==> src/rtl/alu_share_ctrl.sv <==
// Round-robin arbiter/sequencer sharing one multi-cycle ALU between two requesters.
// One operation in flight; the result is returned tagged with the requester id.
module alu_share_ctrl #(
  parameter int unsigned ALU_LAT  = 1,
  parameter int unsigned MAX_FUNC = 11
) (
  input  logic        clk,
  input  logic        rst_n,
  input  logic        req0_valid,
  output logic        req0_ready,
  input  logic [5:0]  req0_func,
  input  logic [31:0] req0_a,
  input  logic [31:0] req0_b,
  input  logic [5:0]  req0_sh,
  input  logic        req1_valid,
  output logic        req1_ready,
  input  logic [5:0]  req1_func,
  input  logic [31:0] req1_a,
  input  logic [31:0] req1_b,
  input  logic [5:0]  req1_sh,
  output logic        rsp_valid,
  input  logic        rsp_ready,
  output logic        rsp_id,
  output logic [31:0] rsp_res1,
  output logic [31:0] rsp_res2,
  output logic [3:0]  rsp_flags,
  output logic        rsp_err,
  output logic [31:0] alu_inp1,
  output logic [31:0] alu_inp2,
  output logic [5:0]  alu_func,
  output logic [5:0]  alu_shAmt,
  output logic        alu_ena,
  input  logic [31:0] alu_res1,
  input  logic [31:0] alu_res2,
  input  logic [3:0]  alu_flags
);

  typedef enum logic [1:0] {IDLE, ISSUE, WAIT, RESP} state_t;

  localparam logic [3:0] CNT_INIT = 4'(ALU_LAT - 1);
  localparam logic [5:0] FUNC_MAX = 6'(MAX_FUNC);

  state_t      state_q, state_d;
  logic        last_grant_q;
  logic        grant, rdy0, rdy1, accept, illegal;
  logic [5:0]  sel_func, sel_sh;
  logic [31:0] sel_a, sel_b;
  logic [5:0]  func_q, sh_q;
  logic [31:0] a_q, b_q;
  logic [3:0]  cnt_q;
  logic        id_q, err_q;
  logic [31:0] res1_q, res2_q;
  logic [3:0]  flags_q;

  // A tie goes to the requester that did not win last time.
  always_comb begin
    // NOTE: assign a default before any condition so no path leaves the signal unassigned (avoids a latch).
    grant = req1_valid;
    if (req0_valid && req1_valid) grant = ~last_grant_q;
  end

  assign rdy0     = (state_q == IDLE) && req0_valid && !grant;
  assign rdy1     = (state_q == IDLE) && req1_valid && grant;
  assign accept   = rdy0 || rdy1;
  assign sel_func = grant ? req1_func : req0_func;
  assign sel_a    = grant ? req1_a    : req0_a;
  assign sel_b    = grant ? req1_b    : req0_b;
  assign sel_sh   = grant ? req1_sh   : req0_sh;
  assign illegal  = sel_func > FUNC_MAX;

  // Ready is forced low while reset is held, even if a requester is already valid.
  assign req0_ready = rdy0 && rst_n;
  assign req1_ready = rdy1 && rst_n;

  always_ff @(posedge clk or negedge rst_n) begin
    // NOTE: sequential state uses non-blocking assignments so every flop samples pre-edge values.
    if (!rst_n) state_q <= IDLE;
    else        state_q <= state_d;
  end

  always_comb begin
    state_d = state_q;
    unique case (state_q)
      IDLE:    if (accept) state_d = illegal ? RESP : ISSUE;
      ISSUE:   state_d = WAIT;
      WAIT:    if (cnt_q == '0) state_d = RESP;
      RESP:    if (rsp_ready) state_d = IDLE;
      default: state_d = IDLE;
    endcase
  end

  always_comb begin
    alu_ena   = 1'b0;
    rsp_valid = 1'b0;
    unique case (state_q)
      ISSUE:   alu_ena   = 1'b1;
      RESP:    rsp_valid = 1'b1;
      default: ;
    endcase
  end

  always_ff @(posedge clk or negedge rst_n) begin
    if (!rst_n) begin
      last_grant_q <= 1'b1;
      func_q       <= '0;
      sh_q         <= '0;
      a_q          <= '0;
      b_q          <= '0;
      cnt_q        <= '0;
      id_q         <= 1'b0;
      err_q        <= 1'b0;
      res1_q       <= '0;
      res2_q       <= '0;
      flags_q      <= '0;
    end else begin
      if (accept) begin
        func_q       <= sel_func;
        a_q          <= sel_a;
        b_q          <= sel_b;
        sh_q         <= sel_sh;
        id_q         <= grant;
        last_grant_q <= grant;
        // Illegal codes bypass the ALU and answer with an error and a zero payload.
        if (illegal) begin
          res1_q  <= '0;
          res2_q  <= '0;
          flags_q <= '0;
          err_q   <= 1'b1;
        end
      end
      if (state_q == ISSUE) begin
        cnt_q <= CNT_INIT;
      end else if (state_q == WAIT) begin
        if (cnt_q == '0) begin
          res1_q  <= alu_res1;
          res2_q  <= alu_res2;
          flags_q <= alu_flags;
          err_q   <= 1'b0;
        end else begin
          cnt_q <= cnt_q - 4'd1;
        end
      end
    end
  end

  // ALU inputs come straight from the latch registers, so they only move on accept.
  assign alu_inp1  = a_q;
  assign alu_inp2  = b_q;
  assign alu_func  = func_q;
  assign alu_shAmt = sh_q;

  assign rsp_id    = id_q;
  assign rsp_res1  = res1_q;
  assign rsp_res2  = res2_q;
  assign rsp_flags = flags_q;
  assign rsp_err   = err_q;

endmodule

==> config.mk <==
export PLATFORM = sky130hd
export DESIGN_NAME = alu_share_ctrl
export DESIGN_NICKNAME = d
export VERILOG_FILES = /design/src/rtl/alu_share_ctrl.sv
export SDC_FILE = /design/constraint.sdc
export NUM_CORES = 1
export LEC_CHECK = 0
export BUFFER_PORTS_ARGS = -buffer_cell sky130_fd_sc_hd__buf_4
export CAP_MARGIN = 20
export CORE_AREA = 2 2 146 148
export CTS_CLUSTER_SIZE = 40
export DETAILED_ROUTE_END_ITERATION = 8
export DIE_AREA = 0 0 148 150
export PLACE_DENSITY_LB_ADDON = 0.3
export SYNTH_ARGS = -nofsm -noshare
export SYNTH_HDL_FRONTEND = slang
export SYNTH_SLANG_ARGS = --single-unit
==> constraint.sdc <==
create_clock -name clk -period 2 [get_ports clk]
set_input_delay 0.6 -clock clk [delete_from_list [all_inputs] [get_ports clk]]
set_output_delay 0.6 -clock clk [all_outputs]
set_load 0.1 [all_outputs]
### Yosys cells after proc, flatten, opt, wreduce, memory -nomap -nowiden

Index checks and enable logic that the tools add are counted.
Widths: inputs -> output; s select.

* bits in registers: 153
* latch bits: 0
* bits in writable memories: 0
* ROM bits: 0
* logic and storage cells: 71
* memories kept: 0

* add/sub/neg operators: 1
* multipliers: 0
* div/mod/pow operators: 0
* magnitude comparators: 1
* eq/ne operators: 7
* shift operators: 0
* mux-type cells: 35
* bitwise logic cells: 1
* reductions and logical operators: 14

Operators with widths (count)
* $mux 32: 12
* $mux 4: 8
* $mux 6: 2
* $mux 1: 8
* $mux 2: 4
* $pmux 2 s4: 1
* $logic_and 1x1->1: 7
* $gt 6x4->1 const B: 1
* $ne 2x2->1 const B: 3
* $eq 2x2->1 const B: 2
* $logic_not 4->1: 1
* $sub 4x1->4 const B: 1
* $reduce_and 3->1: 1
* $eq 2x1->1 const B: 1
* $logic_not 2->1: 1
* $ne 2x1->1 const B: 1
* $reduce_and 2->1: 1
* $reduce_bool 2->1: 1
* $logic_not 1->1: 1
* $logic_or 1x1->1: 1
* $not 1->1: 1

### Logic depth before layout (Yosys ltp)

* depth after elaboration: 9
* depth in mapped cells: 9

### Least setup slack after synthesis

OpenSTA, ideal clock, no wires.

* path kind: in2out
* start point: in req1_valid
* end point: out req0_ready
* arrival time: 3474 ps
* data required time: 1400 ps
* path slack: -2074 ps
* stages on the path: 5
* buffers on the path: 3
* cells stage by stage: a21boi_1 buf_2 buf_4 buf_2 nor3b_1

* longest elaborated chain between the ends: 5

RTL lines
* start, declared: line 15 `input logic req1_valid,`
* $logic_and 1x1->1: line 59 `if (req0_valid && req1_valid) grant = ~last_grant_q;`
* $mux 1 (*): line 59
* $logic_not 1->1 (*): line 62 `assign rdy0 = (state_q == IDLE) && req0_valid && !grant;`
* $logic_and 1x1->1 (*): line 62
* $logic_and 1x1->1 (*): line 72 `assign req0_ready = rdy0 && rst_n;`
* end, declared: line 10 `output logic req0_ready,`

Mark *: on every way between the ends. The rest lies on a longest branch, timed or not.

### Worst setup path after layout

* start point: reg state_q[1]
* end point: out req0_ready

* longest elaborated chain between the ends: 4

RTL lines
* start, declared: line 43 `state_t state_q, state_d;`
* start signal, assigned: line 78 `else state_q <= state_d;`
* $logic_not 2->1: line 62
* $logic_and 1x1->1 (2 in a row): line 62
* $logic_and 1x1->1: line 72

No other way between the ends.

==> metrics.md <==
| Metric | Value |
|---|---|
| Core area | 0.0207 mm2 |
| EDFF count, synth | 0 |
| Vias | 5530 |
| DP Wirelength | 14.7 mm |
| Ys async rst share | 1.00 |
| Final min period | 2.10 ns |
| Critical Path Start Type | flop |
| # setup viols final | 2 |
| Syn. warnings | 0 |
| Maximum capacitance violations | 0 |
| Final Util | 0.507 |
| Reg2Reg Depth | 8 |
| Final Hold Vio Count | 0 |
| H-tree Lvls | 4 |
| Layout area overhead | 64.1% |
| Starting Density | 0.309 |
| Placed Cells | 1178 |
| First-pass GRT wire length | 29.5 mm |
| GPL Wtd Cong | 0.764 |
| DRC | 0 |
| Multi-input gate area | 0.00244 mm2 |
| CP cell instances | inv_2 -> ha_4 -> nand2_4 -> nor3b_4 -> buf_12 |
| Clock-pin slew of the registers on the worst-case setup and hold paths | 0.06 ns |
| Setup TNS | -0.179 ns |
| Crit end category | output pin |
| First-pass iteration count of the detailed router | 4 |
| Total CTS buffers | 17 |
| Worst path required time | 1.40 ns |
| Die Y | 150 um |
| Sequential share of the synthesized area | 0.599 |
| Via density | 4.54 |
| Mapped Cells | 542 |
| Port-buffer cells | 374 |
| TritonCTS clock tree | built |
| Die area | 0.0222 mm2 |
| Post-synth top area cell | dfrtp_1 |
| Synth Net Count | 774 |
| IO Pins | 375 |
| Final worst-path cycle share | 1.05 |
| Mapped Area | 0.00639 mm2 |
| Total routed wirelength | 19.7 mm |
| Final worst setup slack | -0.0982 ns |
| RSZ-0062 raised after global routing | true |
| Clock Latency Late Sink | 0.42 ns |
| Vias in the first global route | 5499 |
| Clock Path Buffers | 2 |
| Outcome | finished, violations left |
| Layout cells sized above 1 | 0.484 |
| DRT iter0 DRCs | 206 |
| GRT Residual Overflow | 0 |
| Worst Path Buf+Inv | 2 |
| Post-layout nets | 1161 |
| FF+latch count, synth | 153 |
| Crit Path Class | flop to output pin |
| Arr. time, crit path | 1.50 ns |
| Yosys top cell area share | 0.595 |
| Most frequent cells in the layout | 394 x buf_4, 152 x dfrtp_1, 81 x o21ai_0 |
| Cell Rows | 53 |
| Initial antenna violation count | 0 |
| Slew of the pin with the lowest slew margin | 0.647 ns |
| N_diodes | 0 |
| Largest delay share family, worst path | flip-flops |
| Post-synthesis average cell area | 11.8 um2 |
| Die Wd | 148 um |
| Worst rel slew slack | 0.569 |
| FF/Latch Area | 0.00383 mm2 |
| Reg2Reg Setup Slack | 0.11 ns |
| Most used flip-flop cell after synthesis | dfrtp_1 |
| ANT nets after route | 0 |
| Hold Path Class | input port to asynchronous set/reset pin |
| Largest net degree at the start of global routing | 116 |
| Violated checks | negative setup slack |
| All-Layer GR Usage | 0.170 |
| Max-slew violation count | 0 |
| Max frequency | 477 MHz |
| Post-synth cell types | 29 |
| Wire per inst | 16.2 um |
| CTS sink cnt | 153 |
| Worst-path fanout max | 2 |
| Fill cell count | 1904 |
| Worst Skew | 0.0144 ns |
| CP max stage cell | dfrtp_1 |
| RR Startpoint | state_q[1] |
| Critical path's largest stage delay | 0.38 ns |
| Area contributors post-synth | dfrtp_1 60%, mux2i_1 13%, a22o_1 9.5% |
| Most common cell after layout, fill and taps aside | buf_4 |
| Clk root buf | clkbuf_16 |
| R2r endpoint | rsp_res2[10] |
| Final std cells w/o fill | 1217 |
how the worst max path moves through the flow:
| stage | start | endpoint | slack (ns) | cells past startpoint |
|---|---|---|---|---|
| floorplan | req1_valid | req0_ready | -0.58 | 5 |
| global placement | req0_valid | req1_ready | -0.02 | 4 |
| detailed placement | req0_valid | rsp_res1[6] | -0.07 | 8 |
| CTS | state_q[0] | req0_ready | -0.13 | 5 |
| global route | state_q[0] | req0_ready | -0.17 | 5 |
| finish | state_q[1] | req0_ready | -0.1 | 5 |
registers in the layout (all words and copies together), names as in the netlist:
register,count
alu_inp1,32
alu_inp2,32
alu_func,6
rsp_res2,32
rsp_id,1
alu_shAmt,6
cnt_q,4
rsp_err,1
rsp_flags,4
rsp_res1,32
last_grant_q,1
state_q,2
synth_stat cells, types with 2 or more instances:
master and number:
a21oi_1 2, nand2b_1 3, mux2i_1 80, ha_1 7, a211oi_1 2, o21ai_0 81, dfrtp_1 152, clkbuf_1 21
buf_4 3, a22o_1 69, buf_2 16, inv_1 5, nand2_1 81, nor2_1 5
worst reg2reg max path, stage by stage (launching register included):
cell and delay, ns:
dfrtp_1 0.36, inv_2 0.06, buf_4 0.15, ha_4 0.18
nor4b_2 0.25, and2_2 0.31, a21oi_4 0.07, buf_12 0.18
a22o_1 0.24
through the flow:
step | hold slack, ns | setup WS [ns] | cell area (um2)
after floorplan | 0.304 | -0.576 | 6430
after global placement | 0.463 | -0.0208 | 9730
after detailed placement | 0.470 | -0.0699 | 9730
after CTS | 0.283 | -0.132 | 10400
after global routing | 0.306 | -0.171 | 10500
final | 0.250 | -0.0982 | 10500
routing by layer:
| metal | track usage | vias up | share of wire |
|---|---|---|---|
| met1 | 0.208 | 2600 | 0.40 |
| met2 | 0.288 | 198 | 0.51 |
| li1 | - | 2703 | - |
| met5 | 0 | - | 0 |
| met3 | 0.0439 | 29 | 0.066 |
| met4 | 0.0667 | 0 | 0.024 |
layout make-up:
type | count | area share
Clock buffer | 19 | 0.0432
Multi-Input combinational cell | 343 | 0.233
Inverter | 5 | 0.00179
Tap cell | 275 | 0.0328
Sequential cell | 153 | 0.365
Timing Repair Buffer | 409 | 0.310
Clock inverter | 13 | 0.0143
timing repair:
| action | in CTS | in global routing |
|---|---|---|
| cloned | 0 | 1 |
| gates resized for setup | 21 | 1 |
| pin swaps | 4 | 1 |
| setup buffers | 5 | 1 |
| hold buffers | 0 | 0 |
| endpoints found under the setup margin | 4 | 71 |
logic make-up after synthesis:
group / Yosys count / share of synthesized area
mux: 80 / 0.125
fa+ha+maj: 7 / 0.0137
simple gates: 96 / 0.0607
compound gates: 160 / 0.169
buf+inv: 46 / 0.0319
flops: 153 / 0.599
Power is not shown: default switching activity piles up to over one toggle a cycle in this logic, so the estimate is an artifact.
